## config.mk

```make
export PLATFORM = sky130hd
export DESIGN_NAME = ysyx_23060203_ifu_fetch
export DESIGN_NICKNAME = d
export VERILOG_FILES = /design/src/rtl/ysyx_23060203_ifu_fetch.sv
export SDC_FILE = /design/constraint.sdc
export NUM_CORES = 1
export LEC_CHECK = 0
export ABC_AREA = 0
export BUFFER_PORTS_ARGS = -buffer_cell sky130_fd_sc_hd__buf_2
export CORE_ASPECT_RATIO = 1.25
export CORE_UTILIZATION = 40
export CTS_CLUSTER_SIZE = 14
export DETAILED_ROUTE_END_ITERATION = 8
export PLACE_DENSITY = 0.68
export RECOVER_POWER = 100
export SLEW_MARGIN = 15
export SYNTH_ARGS = -nofsm -noshare
export SYNTH_HDL_FRONTEND = slang
export SYNTH_SLANG_ARGS = --single-unit
```

## constraint.sdc

```tcl
create_clock -name clock -period 2.9 [get_ports clock]
set_input_delay 0.58 -clock clock [delete_from_list [all_inputs] [get_ports clock]]
set_output_delay 0.58 -clock clock [all_outputs]
set_load 0.005 [all_outputs]
```

## src/rtl/ysyx_23060203_ifu_fetch.sv

```systemverilog
// Instruction fetch stage: one outstanding imem request, static backward-branch
// prediction, and a single-entry output holding register toward decode.
module ysyx_23060203_ifu_fetch #(
  parameter int unsigned XLEN     = 32,
  parameter logic [31:0] RESET_PC = 32'h3000_0000
) (
  input  logic            clock,
  input  logic            reset,
  input  logic            flush,
  input  logic [XLEN-1:0] flush_pc,
  input  logic            jump_flush,
  input  logic [XLEN-1:0] jump_dnpc,
  output logic            imem_req_valid,
  input  logic            imem_req_ready,
  output logic [XLEN-1:0] imem_req_addr,
  input  logic            imem_resp_valid,
  input  logic [XLEN-1:0] imem_resp_data,
  output logic            out_valid,
  input  logic            out_ready,
  output logic [XLEN-1:0] out_pc,
  output logic [XLEN-1:0] out_inst
);

  localparam logic [1:0] ST_REQ  = 2'd0;
  localparam logic [1:0] ST_WAIT = 2'd1;
  localparam logic [1:0] ST_OUT  = 2'd2;

  localparam logic [XLEN-1:0] ALIGN_MASK = {{(XLEN-2){1'b1}}, 2'b00};
  localparam logic [4:0]      OPC_BRANCH = 5'b11000;

  logic [1:0]      state_q, state_d;
  logic [XLEN-1:0] fetch_pc_q, fetch_pc_d;
  logic            hold_valid_q, hold_valid_d;
  logic            drop_q, drop_d;
  logic [XLEN-1:0] out_pc_q, out_pc_d;
  logic [XLEN-1:0] out_inst_q, out_inst_d;

  logic            redirect;
  logic [XLEN-1:0] target;
  logic [XLEN-1:0] imm_b;
  logic            pred_taken;
  logic [XLEN-1:0] pnpc;

  assign redirect = flush | jump_flush;
  assign target   = flush ? flush_pc : jump_dnpc;

  // Static prediction on the arriving response: only backward conditional branches are taken
  assign imm_b = {{(XLEN-12){imem_resp_data[31]}}, imem_resp_data[7],
                  imem_resp_data[30:25], imem_resp_data[11:8], 1'b0};
  assign pred_taken = (imem_resp_data[6:2] == OPC_BRANCH) & imem_resp_data[31];
  assign pnpc       = fetch_pc_q + (pred_taken ? imm_b : XLEN'(4));

  assign imem_req_valid = (state_q == ST_REQ);
  assign imem_req_addr  = fetch_pc_q;
  assign out_valid      = hold_valid_q & ~redirect;
  assign out_pc         = out_pc_q;
  assign out_inst       = out_inst_q;

  always_ff @(posedge clock or posedge reset) begin
    if (reset) begin
      state_q      <= ST_REQ;
      fetch_pc_q   <= RESET_PC;
      hold_valid_q <= 1'b0;
      drop_q       <= 1'b0;
      out_pc_q     <= '0;
      out_inst_q   <= '0;
    end else begin
      state_q      <= state_d;
      fetch_pc_q   <= fetch_pc_d;
      hold_valid_q <= hold_valid_d;
      drop_q       <= drop_d;
      out_pc_q     <= out_pc_d;
      out_inst_q   <= out_inst_d;
    end
  end

  always_comb begin
    state_d      = state_q;
    fetch_pc_d   = fetch_pc_q;
    hold_valid_d = hold_valid_q;
    drop_d       = drop_q;
    out_pc_d     = out_pc_q;
    out_inst_d   = out_inst_q;

    if (redirect) begin
      // Retarget; any request already accepted must have its response dropped
      fetch_pc_d   = target & ALIGN_MASK;
      hold_valid_d = 1'b0;
      case (state_q)
        ST_REQ: begin
          if (imem_req_ready) begin
            drop_d  = 1'b1;
            state_d = ST_WAIT;
          end else begin
            state_d = ST_REQ;
          end
        end
        ST_WAIT: begin
          if (imem_resp_valid) begin
            drop_d  = 1'b0;
            state_d = ST_REQ;
          end else begin
            drop_d  = 1'b1;
            state_d = ST_WAIT;
          end
        end
        default: state_d = ST_REQ;
      endcase
    end else begin
      case (state_q)
        ST_REQ: begin
          if (imem_req_ready) state_d = ST_WAIT;
        end
        ST_WAIT: begin
          if (imem_resp_valid) begin
            if (drop_q) begin
              drop_d  = 1'b0;
              state_d = ST_REQ;
            end else begin
              out_pc_d     = fetch_pc_q;
              out_inst_d   = imem_resp_data;
              hold_valid_d = 1'b1;
              fetch_pc_d   = pnpc;
              state_d      = ST_OUT;
            end
          end
        end
        ST_OUT: begin
          if (out_valid && out_ready) begin
            hold_valid_d = 1'b0;
            state_d      = ST_REQ;
          end
        end
        default: state_d = ST_REQ;
      endcase
    end
  end

  a_resp_only_in_wait: assert property (
    @(posedge clock) disable iff (reset) imem_resp_valid |-> (state_q == ST_WAIT));

endmodule

```

==> flow_metrics.py, run 1 <==
metrics = {
    "sta": {
        "slew_headroom_pct": -60.6,
        "hold_viol": 0,
        "worstMarginPinSlew_ns": 2.41,
        "fin_crit_sh_pct": 102,
        "max_freq_ghz": 0.337,
        "finalMaxSlewViolations": 99,
        "clock_skew_ns": 0.00936,
        "fin_ws_ns": -0.0678,
        "rsz0062_at_grt": "yes",
        "min_period_ns": 2.97,
        "setup_viol": 6,
    },
    "cts": {
        "cts_root_buffer": "clkbuf_16",
        "cts_buffers": 9,
        "clock_sinks": 98,
        "clkTransAtPathRegs_ns": 0.08,
        "hold_buffers": 0,
        "cts_max_level": 3,
        "max-clock-path-buffers": 2,
        "cts_tree": "done",
        "clk_latency_ns": 0.35,
    },
    "worst_setup_path": {
        "critPathLaunchType": "input port",
        "cp_slowest_cell": "a2111oi_4",
        "crit_chain": "buf_6 -> nand4b_1 -> nor3_4 -> buf_12 -> buf_8 -> and2_4 -> ha_4 -> and4_4 -> nand4_1 -> a2111oi_4 -> nor3_4 -> buf_6 -> a31oi_4 -> xnor2_2 -> a21oi_2",
        "r2r_cells": 9,
        "critPathRequiredTime_ns": 3.10,
        "path_max_fanout": 8,
        "cp.arrival_ns": 3.17,
        "cpLargestDelayFamily": "simple AND/OR/NAND/NOR gates",
        "critPathKind": "input port to register",
        "max_stage_delay_ns": 0.42,
        "r2r_setup_slack_ns": 0.30,
        "worst-path-buf-inv": 4,
        "r2r_start": "imem_req_addr[1]$_DFFE_PP0P_",
        "reg2reg_to": "imem_req_addr[31]$_DFFE_PP0P_",
        "end_kind": "register",
    },
    "synth": {
        "ys_ff_latch": 98,
        "avgSynthCellArea_um2": 7.74,
        "synth-edff-count": 0,
        "async_reset_ff_share_pct": 100,
        "syn_area_um2": 6220,
        "ys.flop_type": "dfrtp_1",
        "syn_inst": 803,
        "ys_seq_area_share_pct": 39.5,
        "ys_warn_count": 0,
        "ys_types": 67,
    },
    "final_layout": {
        "layout_common_cells": "nand2_1 (253), buf_2 (150), buf_4 (114)",
        "antenna_cells": 0,
        "seqCellArea_um2": 2450,
        "fillCellCount": 1412,
        "layout_commonest_cell": "nand2_1",
        "fin_nets": 1222,
        "multi_input_area_um2": 3920,
        "area_delta_synth_final_pct": 42.9,
        "drive_gt1_share_pct": 32.5,
        "layout.cells.non_filler": 1301,
    },
    "status": {
        "violations": "max-capacitance violations, max-slew violations, negative setup slack",
        "status": "complete, but fails checks",
    },
    "global_route": {
        "grt_start_max_net_pins": 99,
        "met2_usage_pct": 45.5,
        "busiest_layer": "met2",
        "overflow": 0,
        "grt_pass1_wl_mm": 31.7,
        "use_met3_pct": 3.08,
        "grt_pass1_vias": 6368,
        "grtUsageTotal_pct": 25.1,
        "grtUsageMet1_pct": 30.1,
        "antenna_found_initial": 0,
    },
    "placement": {
        "dp_cells": 1276,
        "dp_hpwl_mm": 15.3,
        "dpl_worst_slack_ns": -0.584,
        "gp_congestion": 0.974,
        "port_buffers": 194,
    },
    "floorplan": {
        "row_count": 50,
        "start_util_pct": 41.2,
        "die_area_um2": 16000,
        "coreArea_um2": 15100,
        "chipWidth_um": 114,
        "die_h_um": 141,
        "io_pins": 201,
    },
    "routing": {
        "ant_nets": 0,
        "routed_wl_mm": 20.3,
        "first_iter_violations": 376,
        "dr.pass1.iters": 4,
        "vias": 6602,
        "drc": 0,
        "vias_per_cell": 5.07,
        "wl_per_cell_um": 15.6,
    },
    "worst_hold_path": {
        "min_to": "out_inst[4]$_DFFE_PP0P_",
        "hold_path_startpoint": "imem_resp_data[4]",
        "worstHoldPathType": "input port to register",
        "hold-path-cell-count": 3,
    },
    "power": {
        "power.leakage_uw": 0.00452,
        "total_power_uw": 4980,
        "power.density_nw_per_um2": 561,
        "vdd_drop_max_v": 0.000336,
    },
    "job": {
        "drv_cap": 1,
    },
}
-- synthesized netlist by cell type, drive strengths merged (2+ instances only) --
| library cell | count | area, um^2 |
|---|---|---|
| mux2 | 2 | 22.5 |
| o211ai | 2 | 15.0 |
| buf | 14 | 67.6 |
| nand4 | 11 | 68.8 |
| nand3 | 7 | 35.0 |
| o21ai | 31 | 159 |
| o31ai | 4 | 30.0 |
| or3 | 4 | 25.0 |
| a21o | 17 | 128 |
| o21a | 5 | 37.5 |
| ha | 30 | 375 |
| nor2b | 5 | 31.3 |
| nor3 | 21 | 110 |
| and2 | 14 | 87.6 |
| o21bai | 6 | 45.0 |
| o31a | 2 | 17.5 |
| nor2 | 59 | 221 |
| a211oi | 5 | 42.5 |
| nand3b | 2 | 15.0 |
| and3 | 5 | 36.3 |
| nand2 | 256 | 961 |
| o221ai | 3 | 26.3 |
| dfstp | 2 | 52.6 |
| o21ba | 2 | 20.0 |
| xnor2 | 14 | 123 |
| mux2i | 4 | 40.0 |
| inv | 13 | 48.8 |
| a31oi | 12 | 75.1 |
| xor2 | 10 | 87.6 |
| and4 | 2 | 20.0 |
| a21oi | 85 | 429 |
| a221oi | 3 | 26.3 |
| dfrtp | 96 | 2400 |
| nor4 | 2 | 12.5 |
| clkbuf | 31 | 118 |
-- registers in the layout (all words and copies together), names as in the netlist --
| signal | flops |
|---|---|
| imem_req_addr | 31 |
| state_q | 2 |
| out_pc | 31 |
| drop_q | 1 |
| hold_valid_q | 1 |
| out_inst | 32 |
-- how the worst max path moves through the flow --
stage                                 start                            end  slack, ns  depth (start not counted)
after floorplan           imem_resp_data[4]  imem_req_addr[18]$_DFFE_PP0P_      -0.34                         13
after detailed placement  imem_resp_data[4]  imem_req_addr[18]$_DFFE_PP0P_      -0.58                         13
after global placement    imem_resp_data[4]  imem_req_addr[18]$_DFFE_PP0P_      -0.53                         13
after CTS                 imem_resp_data[4]  imem_req_addr[31]$_DFFE_PP0P_      -0.04                         13
final                     imem_resp_data[4]  imem_req_addr[30]$_DFFE_PP0P_      -0.07                         15
after global routing      imem_resp_data[4]  imem_req_addr[31]$_DFFE_PP0P_      -0.16                         13
-- per-layer routing --
| layer | part of all wire [%] | routed length [um] |
|---|---|---|
| met3 | 3.7 | 745 |
| met4 | 2.1 | 426 |
| met2 | 51 | 10400 |
| met1 | 43 | 8730 |
| met5 | 0 | 0 |
-- kinds of logic after synthesis --
family,after synthesis,synth area share (%)
fa+ha+maj,31,6.36
flops,98,39.5
xor+xnor,24,3.38
simple gates,395,27.1
other cells,1,0.0603
mux,6,1.01
buf+inv,58,3.76
compound gates,190,18.9
-- power breakdown --
group	leakage, uW	internal (uW)	switching, uW
Sequential	0.00123	1830	288
Clock	0.000147	626	571
Combinational	0.00314	799	872
Total	0.00452	3250	1730
-- through the flow --
step | TNS [ns] | utilization [%] | area (um^2) | hold slack [ns]
CTS | -0.0939 | 58.0 | 8740 | 0.400
global placement | -8.88 | 55.2 | 8320 | 0.451
detailed placement | -9.47 | 55.2 | 8320 | 0.457
finish | -0.280 | 58.9 | 8880 | 0.418
floorplan | -2.21 | - | 6370 | 0.470
global route | -11.55 | 58.9 | 8880 | 0.417
-- layout make-up --
class | count | area share, %
Tap cell | 208 | 2.93
Timing Repair Buffer | 318 | 21.3
Sequential cell | 98 | 27.6
Multi-Input combinational cell | 648 | 44.2
Clock inverter | 6 | 0.648
Inverter | 13 | 0.592
Clock buffer | 10 | 2.69
-- worst register-to-register path: stages, from the launching register on --
cell and delay [ns]:
dfrtp_1 0.43, ha_2 0.23, fa_2 0.34, a21o_1 0.17
a311o_1 0.39, and3_4 0.19, o21ai_4 0.14, a21oi_2 0.08
or4_1 0.39, and3_1 0.15
-- repair_timing --
item	4_1_cts	5_1_grt
gates cloned	1	0
setup endpoints to repair	18	18
pin swaps	12	12
buffers inserted	6	4
gates resized for setup	12	34
Power figures use the tool's default switching activity.
==> run 2, diff against run 1 <==
--- a/config.mk
+++ b/config.mk
@@ -9,3 +9,2 @@
 export BUFFER_PORTS_ARGS = -buffer_cell sky130_fd_sc_hd__buf_2
-export CORE_ASPECT_RATIO = 1.25
 export CORE_UTILIZATION = 40
==> constraint.sdc (replaced) <==
create_clock -name clock -period 2.9 [get_ports clock]
set_input_delay 0.725 -clock clock [delete_from_list [all_inputs] [get_ports clock]]
set_output_delay 0.725 -clock clock [all_outputs]
set_load 0.005 [all_outputs]
==> run 2 against run 1 <==
Against the previous run:
- the flow finishes with violations (negative setup slack)
- sequential share of layout area is 0.22 points lower
- setup slack worse by 0.16 ns
- power is 2.8% higher
- critical path type unchanged
- largest power group unchanged
==> flow_metrics.py, run 2 (synthesized netlist as in run 1, its figures left out) <==
metrics = {
    "final_layout": {
        "seqCellArea_um2": 2450,
        "area_delta_synth_final_pct": 44.1,
        "fin_nets": 1219,
        "multi_input_area_um2": 4020,
        "layout_common_cells": "nand2_1 (255), buf_2 (146), buf_4 (99)",
        "final_cell_area_um2": 8950,
        "layout_commonest_cell": "nand2_1",
        "antenna_cells": 0,
        "post-route-util_pct": 58.9,
        "layout.cells.non_filler": 1278,
        "drive_gt1_share_pct": 32.6,
        "largest_reg_flops": 32,
        "fillCellCount": 1408,
    },
    "sta": {
        "setup_tns_ns": -2.33,
        "rsz0062_at_grt": "yes",
        "worstMarginPinSlew_ns": 1.35,
        "fin_hold_ws_ns": 0.473,
        "setup_viol": 18,
        "finalMaxSlewViolations": 0,
        "hold_viol": 0,
        "max_freq_ghz": 0.319,
        "slew_headroom_pct": 9.64,
        "fin_ws_ns": -0.232,
        "fin_crit_sh_pct": 108,
        "clock_skew_ns": 0.0120,
        "min_period_ns": 3.13,
    },
    "routing": {
        "ant_nets": 0,
        "vias": 6822,
        "drc": 0,
        "routed_wl_mm": 21.1,
        "wl_per_cell_um": 16.5,
        "vias_per_cell": 5.34,
        "first_iter_violations": 456,
        "dr.pass1.iters": 5,
    },
    "job": {
        "drv_cap": 0,
    },
    "worst_setup_path": {
        "max_stage_delay_ns": 0.41,
        "path_max_fanout": 7,
        "critPathKind": "input port to register",
        "cp_slowest_cell": "or3_4",
        "end_kind": "register",
        "critPathLaunchType": "input port",
        "cpLargestDelayFamily": "simple AND/OR/NAND/NOR gates",
        "critPathRequiredTime_ns": 3.18,
        "crit_chain": "buf_6 -> nand4b_1 -> nor3_4 -> buf_12 -> buf_6 -> and2_4 -> ha_4 -> a21o_1 -> o21ai_4 -> a211oi_4 -> or3_4 -> a21oi_4 -> mux2_4 -> nor3_2",
        "cpMostUsedCell": "buf_6",
        "worst-path-buf-inv": 3,
        "cp.arrival_ns": 3.42,
    },
    "status": {
        "status": "complete, but fails checks",
        "violations": "negative setup slack",
    },
    "global_route": {
        "overflow": 0,
        "grt_pass1_vias": 6303,
        "grt_pass1_wl_mm": 33.1,
        "busiest_layer": "met2",
        "grt_start_max_net_pins": 65,
        "antenna_found_initial": 0,
        "met2_usage_pct": 42.5,
        "grtUsageMet1_pct": 36.5,
        "grtUsageTotal_pct": 26.4,
        "use_met3_pct": 3.92,
    },
    "worst_hold_path": {
        "worstHoldPathType": "register to register",
    },
    "placement": {
        "gp_congestion": 0.883,
        "placed_cell_area_um2": 8340,
        "port_buffers": 194,
        "dp_hpwl_mm": 15.8,
        "dp_cells": 1260,
    },
    "cts": {
        "cts_max_level": 3,
        "max-clock-path-buffers": 2,
        "clock_sinks": 98,
        "cts_tree": "done",
        "clk_latency_ns": 0.36,
        "cts_buffers": 9,
        "cts_root_buffer": "clkbuf_16",
        "clkTransAtPathRegs_ns": 0.08,
        "hold_buffers": 0,
    },
    "floorplan": {
        "row_count": 45,
        "start_util_pct": 40.9,
        "die_area_um2": 16000,
        "coreArea_um2": 15200,
        "die_h_um": 127,
        "chipWidth_um": 127,
        "io_pins": 201,
    },
    "power": {
        "power.leakage_uw": 0.00453,
        "vdd_drop_max_v": 0.000322,
        "power.density_nw_per_um2": 572,
    },
}
-- run 2: worst paths after layout --
path	startpoint	to	slack [ns]	cells past startpoint
worst max-delay path	imem_resp_data[4]	imem_req_addr[18]$_DFFE_PP0P_	-0.23	14
worst min-delay path	out_inst[20]$_DFFE_PP0P_	out_inst[20]$_DFFE_PP0P_	0.47	2
worst max register to register	state_q[1]$_DFFE_PP0P_	out_inst[21]$_DFFE_PP0P_	0.21	7
worst min register to register	out_inst[20]$_DFFE_PP0P_	out_inst[20]$_DFFE_PP0P_	0.47	2
max in group asynchronous	reset	out_pc[8]$_DFFE_PP0P_	0.69	3
min in group asynchronous	reset	imem_req_addr[14]$_DFFE_PP0P_	0.65	2
-- run 2: layout make-up --
cell class / instances / area share [%]
flip-flops and latches: 98 / 27.4
inverters: 13 / 0.559
well taps: 188 / 2.63
clock buffers: 9 / 2.52
multi-input cells: 648 / 44.9
repair buffers: 315 / 21.0
clock inverters: 7 / 1.02
-- run 2: worst register-to-register path, stage by stage, from the launching register on --
cell and delay (ns):
dfrtp_1 0.47, nor2_1 0.09, nand3_1 0.12, clkbuf_1 0.88, nor2_4 0.07, clkbuf_2 0.63
nand2_1 0.27, nand2_1 0.07
-- run 2: what timing repair did --
action                     4_1_cts  5_1_grt
gates resized for setup         42       26
pin swaps                       24       15
setup endpoints to repair       25       23
buffers inserted                 2        2
-- run 2: power by group --
group	internal (uW)	switching, uW	total, uW
registers	1830	294	2120
clock network	698	612	1310
logic	784	909	1690
total	3310	1810	5120
-- run 2: stage by stage --
| step | setup slack (ns) | power (uW) |
|---|---|---|
| after floorplan | -0.489 | 2910 |
| after global placement | -0.711 | 3790 |
| after detailed placement | -0.793 | 3840 |
| after CTS | -0.200 | 5190 |
| after global routing | -0.295 | 5470 |
| final | -0.232 | 5120 |
-- run 2: metal layers --
metal	wire length (um)	vias up
met5	0	-
met4	414	0
met3	1030	33
met2	9870	211
met1	9780	3261
li1	-	3317
